### config.mk
export PLATFORM = sky130hd
export DESIGN_NAME = pwm_output
export DESIGN_NICKNAME = d
export VERILOG_FILES = /design/src/rtl/synth_pkg.sv /design/src/rtl/pwm_counter.sv /design/src/rtl/pwm_output.sv
export SDC_FILE = /design/constraint.sdc
export NUM_CORES = 1
export LEC_CHECK = 0
export BUFFER_PORTS_ARGS = -buffer_cell sky130_fd_sc_hd__buf_2
export CAP_MARGIN = 10
export CORE_MARGIN = 3
export CORE_UTILIZATION = 30
export CTS_CLUSTER_SIZE = 10
export DETAILED_ROUTE_END_ITERATION = 8
export GPL_TIMING_DRIVEN = 0
export PLACE_DENSITY = 0.45
export SYNTH_ARGS = -nofsm -noshare
export SYNTH_HDL_FRONTEND = slang
export SYNTH_SLANG_ARGS = --single-unit
### constraint.sdc
create_clock -name clk -period 2.1 [get_ports clk]
set_input_delay 0.42 -clock clk [delete_from_list [all_inputs] [get_ports clk]]
set_output_delay 0.42 -clock clk [all_outputs]
set_load 0.01 [all_outputs]
### src/rtl/synth_pkg.sv
`default_nettype none
// ============================================================================
// Module      : synth_pkg
// Description : Shared sample width and sample type for the synthesizer path.
// Revision    : 1.0 - initial release
// ============================================================================
package synth_pkg;
    localparam int SAMPLE_W = 12;
    typedef logic [SAMPLE_W-1:0] sample_t;
endpackage
`default_nettype wire

### src/rtl/pwm_counter.sv
`default_nettype none
// ============================================================================
// Module      : pwm_counter
// Description : PWM period counter with wrap detect, comparator and output reg.
// Revision    : 1.0 - initial release
// ============================================================================
module pwm_counter
    import synth_pkg::*;
#(
    parameter int WIDTH = SAMPLE_W
) (
    input  logic             clk,
    input  logic             nRst,
    input  logic             i_en,
    input  logic [WIDTH-1:0] i_duty,
    output logic             o_wrap,
    output logic             o_sample_req,
    output logic             o_pwm_out
);
    localparam logic [WIDTH-1:0] c_MAX = '1;

    logic [WIDTH-1:0] r_count;
    logic             r_sample_req;
    logic             r_pwm_out;
    logic             w_wrap;

    assign w_wrap = i_en && (r_count == c_MAX);

    // Counter rolls over naturally at c_MAX, so no explicit clear is needed.
    always_ff @(posedge clk or negedge nRst) begin
        if (!nRst) begin
            r_count      <= '0;
            r_sample_req <= 1'b0;
            r_pwm_out    <= 1'b0;
        end else begin
            if (i_en) begin
                r_count <= r_count + 1'b1;
            end
            r_sample_req <= w_wrap;
            r_pwm_out    <= i_en && (r_count < i_duty);
        end
    end

    assign o_wrap       = w_wrap;
    assign o_sample_req = r_sample_req;
    assign o_pwm_out    = r_pwm_out;
endmodule
`default_nettype wire

### src/rtl/pwm_output.sv
`default_nettype none
// ============================================================================
// Module      : pwm_output
// Description : Audio PWM output stage with one-deep pending sample buffer.
// Revision    : 1.0 - initial release
// ============================================================================
module pwm_output
    import synth_pkg::*;
#(
    parameter int WIDTH = SAMPLE_W
) (
    input  logic             clk,
    input  logic             nRst,
    input  logic             en,
    input  logic             sample_valid,
    input  logic [WIDTH-1:0] sample,
    output logic             sample_req,
    output logic             pwm_out,
    output logic             overrun
);
    logic [WIDTH-1:0] r_duty;
    logic [WIDTH-1:0] r_pending;
    logic             r_pend_full;
    logic             r_overrun;
    logic             w_wrap;

    pwm_counter #(
        .WIDTH(WIDTH)
    ) u_counter (
        .clk          (clk),
        .nRst         (nRst),
        .i_en         (en),
        .i_duty       (r_duty),
        .o_wrap       (w_wrap),
        .o_sample_req (sample_req),
        .o_pwm_out    (pwm_out)
    );

    // On a boundary the old pending value moves to duty before the new
    // sample (if any) refills the buffer, so a coincident strobe is no loss.
    always_ff @(posedge clk or negedge nRst) begin
        if (!nRst) begin
            r_duty      <= '0;
            r_pending   <= '0;
            r_pend_full <= 1'b0;
            r_overrun   <= 1'b0;
        end else begin
            if (w_wrap && r_pend_full) begin
                r_duty <= r_pending;
            end
            if (sample_valid) begin
                r_pending   <= sample;
                r_pend_full <= 1'b1;
            end else if (w_wrap) begin
                r_pend_full <= 1'b0;
            end
            r_overrun <= sample_valid && r_pend_full && !w_wrap;
        end
    end

    assign overrun = r_overrun;
endmodule
`default_nettype wire

==> Word level (Yosys, flattened, before mapping) <==
Index checks and enable logic that the tools add are counted.
{ "word_totals": {"mem_count": 0, "ff_bits": 40, "rom_bits": 0, "ram_bits": 0, "word_cells": 19, "output_inout_bits": 3, "latchBits": 0, "inputBits": 16} }
{ "classes": {"order_cmp": 1, "shift": 0, "n_addsub": 1, "n_bitwise": 0, "mul": 0, "n_mux": 2, "reduce_logical": 7, "div": 0, "eq_ne": 1} }
{ "ops": {"columns": ["op", "count"], "rows": [
  ["adder 12 x 1 -> 12 bit, second input constant", 1],
  ["== test 12 bit, second input constant", 1],
  ["less-than comparator 12 bit", 1],
  ["logical AND 1 bit", 5],
  ["2-to-1 mux 1 bit", 2],
  ["nonzero test 2 bit", 1],
  ["logical NOT 1 bit", 1]
]} }

==> Longest topological paths before layout <==
{ "depth": {"word_depth": 4, "mapped_depth": 8, "ltp_nobuf": 7} }

==> Cells and area by module <==
Synthesis repeated with hierarchy kept, for this count alone.
{ "hier_totals": {"hier_cells": 139, "area_unflattened_um2": 1844.3} }
{ "by_module_without_submodules": {"columns": ["module", "seq_area_each_um2", "instances", "cells_each", "area_per_inst_um2"], "rows": [
  ["pwm_output", 650.6, 1, 56, 1003.5],
  ["pwm_counter", 350.3, 1, 83, 840.8]
]} }

==> Worst setup path after synthesis <==
No wires, ideal clock.
{ "synth_path": {"kind": "flip-flop to flip-flop", "start": "register u_counter.r_count[3]", "end": "register u_counter.r_pwm_out, in the netlist u_counter.o_pwm_out", "path_stages_with_launch": 6, "arrival_ns": 1.558, "path_slack_ns": 0.438, "required_ns": 1.996, "path_buffers": 0, "synth_period_minus_slack_ns": 1.662, "setup_time_ns": 0.104, "path_cell_list": "dfrtp_1 -> ha_1 -> o211ai_1 -> a21oi_1 -> or4_1 -> a221oi_1"} }
{ "synth_via": {"elab_chain_cells": 2} }
{ "synth_lines": {"columns": ["item", "line_no", "rtl"], "rows": [
  ["from (decl)", "pwm_counter.sv:22", "logic [WIDTH-1:0] r_count;"],
  ["from (signal assigned)", "pwm_counter.sv:37", "r_count <= r_count + 1'b1;"],
  ["less-than comparator 12 bit", "pwm_counter.sv:40", "r_pwm_out <= i_en && (r_count < i_duty);"],
  ["logical AND 1 bit", "pwm_counter.sv:40", null],
  ["to (signal assigned)", "pwm_counter.sv:40", null],
  ["to (decl)", "pwm_counter.sv:24", "logic r_pwm_out;"]
]} }
Every way passes these cells.
A chain may end at the register's enable or synchronous reset.

==> Worst setup path in the final report <==
Same ends and word-level chain as after synthesis.

==> flow_summary.yaml <==
status:
  status: "completed"
setup_path:
  critPathLaunchType: "register"
  worstSetupEndpointType: "register"
  critPathKind: "reg2reg"
  crit_family: "simple AND/OR/NAND/NOR gates"
  slowest_stage: "or4_1"
  cp_max_fo: 5
  worst-path-buf-inv: 0
  timing.critical_path.required_ps: 2280
  cpPeakStageDelay_ps: 480
  cp.arrival_ps: 2000
  crit_chain: "ha_1 -> o211ai_1 -> a21oi_1 -> or4_1 -> a221oi_1"
global_routing:
  grt_pass1_wl_mm: 5.44
  antenna_found_initial: 0
  grt_overflow: 0
  grt_pass1_vias: 1171
  grt_start_max_net_pins: 41
  grt_usage_pct: 9.50
yosys:
  async_reset_ff_share_pct: 100
  ys_warn_count: 0
  seq_area_frac_synth_pct: 53.7
  syn_area_per_cell_um2: 13.3
  synth-seq-cells: 40
  synth_ff_type: "dfrtp_1"
  synth_edf_count: 0
  syn-num-nets: 168
  postSynthCellCount: 140
  ys_types: 30
  synth_area_um2: 1870
cells_and_area:
  final_common_cell: "dfrtp_1"
  drive_gt1_share_pct: 33.9
  seq_area_um2: 1000
  multi_input_area_um2: 796
  fillers: 596
  antenna_cells: 0
  most-common-layout-cells: "dfrtp_1 (40), buf_2 (18), mux2_2 (15), inv_1 (13), ha_1 (12)"
  area_growth_pct: 16.8
  nets: 193
detailed_routing:
  via_per_inst: 4.41
  routed_wl_mm: 3.04
  wl_per_cell_um: 12.7
  drtIter0Drc: 34
  drc: 0
  drtAntennaViolNets: 0
  vias: 1058
  drtPass1Iterations: 3
clock_network:
  clkLatencyLatePin_ps: 290
  cts_hold_buffers: 0
  clockBufferDepth: 2
  htreeDepth: 2
  cts_tree: "yes"
  cts_buffers: 5
  clk_pin_slew_ps: 70
  clockRootBuffer: "clkbuf_8"
  clock_sinks: 40
  cts_setup_buffers: 0
  cts_resized: 0
timing:
  slew_violations: 0
  timing.fmax_mhz: 550
  fin_tns_setup_ps: 0
  setup_viol: 0
  period_needed_ps: 1820
  tightest_slew_ps: 873
  hold_viol: 0
  slew_headroom_pct: 41.8
  fin_crit_sh_pct: 86.6
  rsz0062_at_grt: "false"
  skew_ps: 5.38
  whs_ps: 252
power_and_ir_drop:
  peakVddDrop_mv: 0.402
  powerDensity_nw_per_um2: 910
  leakagePower_nw: 1.02
place:
  hpwl_mm: 2.32
  io_buffers: 18
  place.gp.congestion: 0.765
die:
  dieHeight_um: 84.9
  die_width_um: 84.9
  start_util_pct: 31.3
  core.rowCount: 28
  dieArea_um2: 7200
  core-area_um2: 5960
  io_pins: 19
min_path:
  hold_class: "in2async"
job:
  maxCapViolations: 0
## layout make-up
class | instances | share of cell area (%)
Buffer | 2 | 0.689
Clock buffer | 5 | 3.16
Clock inverter | 2 | 2.76
Inverter | 14 | 2.47
Multi-Input combinational cell | 84 | 36.5
Sequential cell | 40 | 46.0
Tap cell | 75 | 4.31
Timing Repair Buffer | 18 | 4.14
## where the power goes
group          internal, mW  leakage, nW  switching (mW)  total [mW]
logic                 0.162        0.450           0.132       0.294
clock network         0.468       0.0642           0.260       0.728
registers             0.857        0.507           0.104       0.961
total                  1.49         1.02           0.496        1.98
## cell usage after synthesis, drive strengths merged (2+ instances only)
library cell | instances | area share, %
dfrtp | 40 | 54
mux2 | 25 | 17
inv | 13 | 2.6
ha | 12 | 8.0
nand2 | 7 | 1.9
xnor2 | 7 | 3.3
nand4 | 5 | 2.5
nor2 | 5 | 1.4
xor2 | 4 | 1.9
a21oi | 3 | 0.80
nand3 | 3 | 0.80
nor2b | 2 | 0.67
o21ai | 2 | 0.54
## through the flow
stage | worst slack (ps) | power [mW] | utilization (%) | std cells | instance area [um2]
2_1_floorplan | 438 | 1.17 | - | 140 | 1870
3_3_place_gp | 234 | 1.26 | 34.4 | 233 | 2050
3_5_place_dp | 263 | 1.28 | 34.4 | 233 | 2050
4_1_cts | 247 | 2.01 | 36.6 | 240 | 2180
5_1_grt | 86.7 | 2.11 | 36.6 | 240 | 2180
6_report | 281 | 1.98 | 36.6 | 240 | 2180
## metal layers
metal | GRT usage (%) | vias up | routed length (um)
met1 | 12.1 | 511 | 1450
li1 | - | 527 | -
met2 | 15.3 | 15 | 1440
met4 | 3.88 | 0 | 54
met5 | 0 | - | 0
met3 | 2.62 | 5 | 97
## kinds of logic after synthesis
| group | synth area share (%) |
|---|---|
| AO/OA/AOI/OAI | 3.49 |
| XOR/XNOR | 5.16 |
| adder cells (fa/ha/maj) | 8.05 |
| buffers and inverters | 3.69 |
| flip-flops | 53.7 |
| multiplexers | 17.1 |
| AND/OR/NAND/NOR | 8.85 |
## path summary, 6_finish.rpt
path	cells past startpoint	slack (ps)	endpoint	from
worst max-delay path	5	280	u_counter.o_pwm_out	u_counter.r_count[3]
worst min-delay path	1	250	u_counter.r_count[3]	nRst
worst max register to register	5	280	u_counter.o_pwm_out	u_counter.r_count[3]
worst min register to register	1	510	r_duty[0]	r_pending[0]
max in group asynchronous	1	1310	r_pending[4]	nRst
min in group clk	2	360	r_pending[7]	sample[7]
## state kept, by name (all words and copies together), names as in the netlist
register                cells
r_duty                     12
r_pending                  12
u_counter.r_count          12
overrun                     1
r_pend_full                 1
u_counter.o_pwm_out         1
u_counter.o_sample_req      1
Note: power is estimated with default switching activity, not from simulation.
